File: config.mk
export PLATFORM = sky130hd
export DESIGN_NAME = mem_arbiter
export DESIGN_NICKNAME = d
export VERILOG_FILES = /design/src/rtl/mem_arbiter_pkg.sv /design/src/rtl/mem_arbiter_rr.sv /design/src/rtl/mem_arbiter.sv
export SDC_FILE = /design/constraint.sdc
export NUM_CORES = 1
export LEC_CHECK = 0
export ABC_AREA = 0
export BUFFER_PORTS_ARGS = -buffer_cell sky130_fd_sc_hd__buf_2
export CORE_MARGIN = 8
export CORE_UTILIZATION = 35
export CTS_CLUSTER_DIAMETER = 30
export DETAILED_ROUTE_END_ITERATION = 10
export GPL_TIMING_DRIVEN = 0
export PLACE_DENSITY = 0.78
export REMOVE_ABC_BUFFERS = 1
export SLEW_MARGIN = 10
export SYNTH_ARGS = -nofsm -noshare
export SYNTH_HDL_FRONTEND = slang
export SYNTH_SLANG_ARGS = --single-unit
File: constraint.sdc
create_clock -name clk -period 2.26 [get_ports clk]
set_clock_uncertainty 0.2 [all_clocks]
set_input_delay 0.452 -clock clk [delete_from_list [all_inputs] [get_ports clk]]
set_output_delay 0.452 -clock clk [all_outputs]
set_load 0.02 [all_outputs]
File: src/rtl/mem_arbiter_pkg.sv
`default_nettype none
// +--------------------------------------------------------------------------+
// | Module      : mem_arbiter_pkg                                            |
// | Description : Shared definitions for the two-requester memory arbiter:   |
// |               state encodings, default lock bound, statistics counter    |
// |               widths and a port-to-one-hot helper.                       |
// | Revision    : 1.0 - initial release                                      |
// +--------------------------------------------------------------------------+
package mem_arbiter_pkg;

    // Arbiter state encodings
    localparam logic [0:0] ST_ARB    = 1'b0;
    localparam logic [0:0] ST_LOCKED = 1'b1;

    // Default bound on consecutive grants to a locked owner
    localparam int LOCK_MAX_DEFAULT = 8;

    // Statistics counter widths
    localparam int STAT_GRANT_W  = 16;
    localparam int STAT_FORCED_W = 8;

    // Requester index (0/1) to one-hot request mask
    function automatic logic [1:0] port_onehot(input logic port);
        return port ? 2'b10 : 2'b01;
    endfunction

endpackage
`default_nettype wire

File: src/rtl/mem_arbiter_rr.sv
`default_nettype none
// +--------------------------------------------------------------------------+
// | Module      : mem_arbiter_rr                                             |
// | Description : Two-way round-robin picker. Purely combinational.          |
// |   i_eligible [1:0] : requesters allowed to win this cycle                |
// |   i_ptr            : favoured requester when both are eligible           |
// |   o_grant    [1:0] : one-hot winner (all zero when nothing eligible)     |
// | Revision    : 1.0 - initial release                                      |
// +--------------------------------------------------------------------------+
module mem_arbiter_rr
    import mem_arbiter_pkg::*;
(
    input  logic [1:0] i_eligible,
    input  logic       i_ptr,
    output logic [1:0] o_grant
);

    always_comb begin
        o_grant = i_eligible;
        if (i_eligible == 2'b11) begin
            o_grant = port_onehot(i_ptr);
        end
    end

endmodule
`default_nettype wire

File: src/rtl/mem_arbiter.sv
`default_nettype none
// +--------------------------------------------------------------------------+
// | Module      : mem_arbiter                                                |
// | Description : Two-requester round-robin arbiter and sequencer in front   |
// |               of a single-port synchronous memory, with a bounded lock   |
// |               for atomic sequences and 1-cycle read response routing.    |
// | Ports:                                                                   |
// |   clk, reset_n          : clock, asynchronous active-low reset           |
// |   req_valid/ready [1:0] : per-requester handshake (ready combinational)  |
// |   req_we/lock     [1:0] : write select, hold-grant request               |
// |   req_add, req_dat      : packed per-requester address / write data      |
// |   rsp_valid [1:0]       : read-data pulse for the issuing requester      |
// |   rsp_dat               : shared read data (0 when no response)          |
// |   mem_en/we/add/din     : memory command port                            |
// |   mem_dout              : memory read data, valid the cycle after en     |
// | Optional (MEM_ARBITER_STATS_EN):                                         |
// |   stat_grant0/1         : saturating per-requester transfer counts       |
// |   stat_forced           : saturating count of lock-bound releases        |
// | Revision    : 1.0 - initial release                                      |
// +--------------------------------------------------------------------------+
module mem_arbiter
    import mem_arbiter_pkg::*;
#(
    parameter int ADD_WIDTH = 10,
    parameter int DAT_WIDTH = 8,
    parameter int LOCK_MAX  = LOCK_MAX_DEFAULT
) (
    input  logic                   clk,
    input  logic                   reset_n,
    input  logic [1:0]             req_valid,
    output logic [1:0]             req_ready,
    input  logic [1:0]             req_we,
    input  logic [1:0]             req_lock,
    input  logic [2*ADD_WIDTH-1:0] req_add,
    input  logic [2*DAT_WIDTH-1:0] req_dat,
    output logic [1:0]             rsp_valid,
    output logic [DAT_WIDTH-1:0]   rsp_dat,
    output logic                   mem_en,
    output logic                   mem_we,
    output logic [ADD_WIDTH-1:0]   mem_add,
    output logic [DAT_WIDTH-1:0]   mem_din,
    input  logic [DAT_WIDTH-1:0]   mem_dout
`ifdef MEM_ARBITER_STATS_EN
    ,
    output logic [STAT_GRANT_W-1:0]  stat_grant0,
    output logic [STAT_GRANT_W-1:0]  stat_grant1,
    output logic [STAT_FORCED_W-1:0] stat_forced
`endif
);

    localparam int CNT_W = $clog2(LOCK_MAX + 1);
    // Count value at which the next owner transfer is the last one allowed
    localparam logic [CNT_W-1:0] c_cnt_last = CNT_W'(LOCK_MAX - 1);

    logic [0:0]       r_state, w_state_nxt;
    logic             r_owner, w_owner_nxt;
    logic [CNT_W-1:0] r_cnt,   w_cnt_nxt;
    logic             r_ptr,   w_ptr_nxt;
    logic             r_rsp_vld;
    logic             r_rsp_port;

    logic [1:0]       w_elig;
    logic [1:0]       w_grant;
    logic             w_xfer;
    logic             w_port;
    logic             w_forced;

    // While locked only the owner may win; nothing is granted in reset.
    always_comb begin
        w_elig = req_valid;
        if (!reset_n) begin
            w_elig = 2'b00;
        end else if (r_state == ST_LOCKED) begin
            w_elig = req_valid & port_onehot(r_owner);
        end
    end

    mem_arbiter_rr u_rr (
        .i_eligible (w_elig),
        .i_ptr      (r_ptr),
        .o_grant    (w_grant)
    );

    assign w_xfer = |w_grant;
    assign w_port = w_grant[1];

    always_comb begin
        w_state_nxt = r_state;
        w_owner_nxt = r_owner;
        w_cnt_nxt   = r_cnt;
        w_ptr_nxt   = r_ptr;
        w_forced    = 1'b0;

        if (w_xfer) begin
            w_ptr_nxt = ~w_port;
        end

        case (r_state)
            ST_ARB: begin
                if (w_xfer && req_lock[w_port]) begin
                    if (LOCK_MAX > 1) begin
                        w_state_nxt = ST_LOCKED;
                        w_owner_nxt = w_port;
                        w_cnt_nxt   = CNT_W'(1);
                    end else begin
                        // A bound of one is already exhausted by this grant
                        w_forced = 1'b1;
                    end
                end
            end
            ST_LOCKED: begin
                if (w_xfer) begin
                    if (r_cnt >= c_cnt_last) begin
                        // Bound reached: release; the pointer already
                        // favours the other requester after this grant.
                        w_state_nxt = ST_ARB;
                        w_cnt_nxt   = '0;
                        w_forced    = req_lock[r_owner];
                    end else if (req_lock[r_owner]) begin
                        w_cnt_nxt = r_cnt + 1'b1;
                    end else begin
                        w_state_nxt = ST_ARB;
                        w_cnt_nxt   = '0;
                    end
                end else if (!req_lock[r_owner]) begin
                    w_state_nxt = ST_ARB;
                    w_cnt_nxt   = '0;
                end
            end
            default: begin
                w_state_nxt = ST_ARB;
                w_cnt_nxt   = '0;
            end
        endcase
    end

    always_ff @(posedge clk or negedge reset_n) begin
        if (!reset_n) begin
            r_state    <= ST_ARB;
            r_owner    <= 1'b0;
            r_cnt      <= '0;
            r_ptr      <= 1'b0;
            r_rsp_vld  <= 1'b0;
            r_rsp_port <= 1'b0;
        end else begin
            r_state    <= w_state_nxt;
            r_owner    <= w_owner_nxt;
            r_cnt      <= w_cnt_nxt;
            r_ptr      <= w_ptr_nxt;
            // Response tag: which requester issued a read last cycle
            r_rsp_vld  <= w_xfer & ~req_we[w_port];
            r_rsp_port <= w_port;
        end
    end

    assign req_ready = w_grant;
    assign mem_en    = w_xfer;
    assign mem_we    = w_xfer & req_we[w_port];
    assign mem_add   = !w_xfer ? '0 :
                       (w_port ? req_add[2*ADD_WIDTH-1:ADD_WIDTH] : req_add[ADD_WIDTH-1:0]);
    assign mem_din   = !w_xfer ? '0 :
                       (w_port ? req_dat[2*DAT_WIDTH-1:DAT_WIDTH] : req_dat[DAT_WIDTH-1:0]);
    assign rsp_valid = r_rsp_vld ? port_onehot(r_rsp_port) : 2'b00;
    assign rsp_dat   = r_rsp_vld ? mem_dout : '0;

`ifdef MEM_ARBITER_STATS_EN
    logic [STAT_GRANT_W-1:0]  r_stat_g0;
    logic [STAT_GRANT_W-1:0]  r_stat_g1;
    logic [STAT_FORCED_W-1:0] r_stat_forced;

    always_ff @(posedge clk or negedge reset_n) begin
        if (!reset_n) begin
            r_stat_g0     <= '0;
            r_stat_g1     <= '0;
            r_stat_forced <= '0;
        end else begin
            if (w_xfer && !w_port && (r_stat_g0 != '1)) begin
                r_stat_g0 <= r_stat_g0 + 1'b1;
            end
            if (w_xfer && w_port && (r_stat_g1 != '1)) begin
                r_stat_g1 <= r_stat_g1 + 1'b1;
            end
            if (w_forced && (r_stat_forced != '1)) begin
                r_stat_forced <= r_stat_forced + 1'b1;
            end
        end
    end

    assign stat_grant0 = r_stat_g0;
    assign stat_grant1 = r_stat_g1;
    assign stat_forced = r_stat_forced;
`else
    // Forced-release detection only feeds the statistics counters
    logic w_unused_forced;
    assign w_unused_forced = w_forced;
`endif

endmodule
`default_nettype wire

==> results_dict.tcl <==
set metrics [dict create \
    cp.required_ps 1610 \
    wl_per_cell_um 14.08 \
    cts_tree "done" \
    cp.arrival_ps 1650 \
    p_leak_nw 0.8080 \
    switching_share_pct 42.68 \
    finalNetCount 273 \
    postLayoutSetupSlackWorst_ps -44.39 \
    place_area_um2 1296 \
    die_area_um2 4297 \
    nFillCells 224 \
    fin_crit_sh_pct 102.0 \
    path_class "reg -> out" \
    dpl_worst_slack_ps -392.6 \
    yosys-top-cells-area "dfrtp_1, nand2_1, o21ai_0" \
    yosys_warnings 0 \
    grt_pass1_vias 1140 \
    crit_path_end_kind "output pin" \
    cpPeakStageDelay_ps 450 \
    worst_path_max_delay_cell "dfrtp_2" \
    synth_seq_cells 9 \
    violations "negative setup slack" \
    hpwl_um 2532 \
    dr_total_vias 1229 \
    crit_family "buffers and inverters" \
    drc 0 \
    clock-sinks 9 \
    synth_cell_type_count 31 \
    worstMarginPinSlew_ps 434.1 \
    diodes 0 \
    ir_worst_vdd_v 0.0004531 \
    switchingPower_w 0.0004540 \
    grt_pass1_wl_um 5002 \
    yosys.area.top_type "dfrtp_1" \
    synthCells 125 \
    io_pins 84 \
    root_buffer "clkbuf_4" \
    drive_gt1_share_pct 51.60 \
    pwr-share-clk_pct 11.4 \
    power_frac_comb_pct 64.2 \
    syn_area_um2 859.6 \
    critPathMaxFanout 20 \
    track_usage_pct 14.19 \
    clk_pin_slew_ps 60 \
    max_freq_mhz 434.0 \
    cp_num_buf_inv 3 \
    hp-class "reg -> reg" \
    final_area_um2 1533 \
    cts_buffers 3 \
    die_w_um 65.56 \
    finalSetupViolCount 19 \
    crit_chain "nand2b_1 > nor3b_4 > buf_6 > buf_12 > nand2_1 > o21ai_1 > buf_4" \
    row_count 18 \
    grt-ovfl-total 0 \
    synth_top_area_share_pct 26.20 \
    drtAntennaViolNets 0 \
    seqPwrFrac_pct 24.3 \
    viasPerCell 4.936 \
    gp_congestion 0.7932 \
    area_growth_pct 78.31 \
    slew_viol_final 0 \
    wl_um 3506 \
    grt_max_degree 21 \
    seq_area_frac_synth_pct 26.20 \
    htreeDepth 1 \
    hold_violations 0 \
    die_y_um 65.56 \
    coreArea_um2 2410 \
    clock_latency_ps 260 \
    fin_crit_ps 2304 \
    drtPass1Iterations 5 \
    critPathLaunchType "flop" \
    fin_tns_setup_ps -433.1 \
    outcome "finished with violations" \
    start_util_pct 35.67 \
    rsz0062_at_grt "yes" \
    maxCapViolations 0 \
    p_per_area_nw_per_um2 694.1 \
    cts_max_path_buffers 2 \
    drt_iter0_drc 60 \
    relSlewSlack_pct 70.84 \
    antenna_found_initial 0 \
    p_int_w 0.0006098 \
    syn_area_per_cell_um2 6.877 \
    io_buffers 83 \
]
worst reg2reg max path: cells and delay by family, from the launching register on:
family | cells | cell delay (ps)
AOI/OAI and AO/OA | 1 | 180
buffers and inverters | 2 | 220
muxes | 1 | 330
and+or+nand+nor | 2 | 610
DFF | 1 | 450
worst paths after layout:
kind | startpoint | endpoint | slack [ps] | cells past startpoint
max in group asynchronous | reset_n | r_ptr | 1080 | 2
worst min register to register | r_cnt[3] | r_cnt[3] | 320 | 1
worst max-delay path | r_state | mem_din[1] | -40 | 7
worst min-delay path | r_cnt[3] | r_cnt[3] | 320 | 1
worst max register to register | r_state | r_owner | 140 | 6
min in group asynchronous | reset_n | r_cnt[3] | 480 | 2
metal layers:
layer  wire length [um]  share of wire, %  vias to the layer above  global-route usage (%)
met4                 61               1.7                        0                   6.267
met3                376                11                        6                   5.102
met5                  0                 0                        -                       0
li1                   -                 -                      618                       -
met1               1339                38                      547                   14.71
met2               1729                49                       58                   25.09
layout by cell type, fill, tap and decap left out, types with 2 or more instances in the layout:
cell      count
dfrtp_1       7
inv_1         5
nor3b_4       2
and2_2        2
o21ai_1      18
clkbuf_4      3
o22a_1        2
nand3_1       3
dfrtp_2       2
buf_6         3
a22o_1        3
a21oi_2       2
buf_4        27
buf_2        63
and2_1       11
nand2b_1      2
a31oi_1       2
nand2_1      40
synthesized netlist by cell type, drive strengths merged:
library cell / instances
nand2: 41
o21ai: 19
and2: 12
dfrtp: 9
buf: 5
inv: 5
a21oi: 3
a22o: 3
nand3: 3
a31oi: 2
and3: 2
clkbuf: 2
mux2: 2
mux2i: 2
nand2b: 2
nor3: 2
nor3b: 2
o22a: 2
ha: 1
nor2: 1
nor2b: 1
o2111ai: 1
o211ai: 1
o311ai: 1
or4b: 1
kinds of logic after synthesis:
logic type / after synthesis / synth area share, %
adders and majority gates: 1 / 1.455
buffers and inverters: 12 / 6.842
muxes: 4 / 4.949
and+or+nand+nor: 67 / 37.84
DFF: 9 / 26.20
AOI/OAI and AO/OA: 32 / 22.71
sequential cells by signal, summed over array words and instances, names as in the netlist:
name and cells:
r_cnt 4, r_owner 1, r_ptr 1, r_rsp_port 1, r_rsp_vld 1, r_state 1
area by class of cell:
class,instances,area [um^2],area share [%]
clock buffers,4,26.28,1.714
inverters,5,18.77,1.224
multi-input cells,106,640.6,41.80
flip-flops and latches,9,227.7,14.86
well taps,30,37.54,2.449
repair buffers,95,581.8,37.96
through the flow:
| step | util [%] | cells | total power, W | hold slack [ps] |
|---|---|---|---|---|
| floorplan | - | 118 | 0.0005721 | -43.59 |
| global placement | 52.80 | 231 | 0.0007338 | 132.6 |
| detailed placement | 53.79 | 233 | 0.0007534 | 131.1 |
| CTS | 60.85 | 246 | 0.001015 | 311.3 |
| global route | 63.60 | 249 | 0.001135 | 317.9 |
| finish | 63.60 | 249 | 0.001064 | 319.8 |
power by group through the flow:
stage | clock [W] | sequential, W | combinational (W)
final | 0.000122 | 0.000259 | 0.000683
after global routing | 0.000134 | 0.000264 | 0.000736
after CTS | 0.000127 | 0.000258 | 0.000630
after detailed placement | 0 | 0.000271 | 0.000482
after global placement | 0 | 0.000269 | 0.000465
after floorplan | 0 | 0.000255 | 0.000317
repair_timing:
item,in CTS,in global routing
resized for setup,36,17
setup buffers,8,1
setup endpoints to repair,21,21
cloned,0,2
pin swaps,3,1
hold buffers,1,0
endpoints found under the hold margin,9,0
Power figures use the tool's default switching activity.
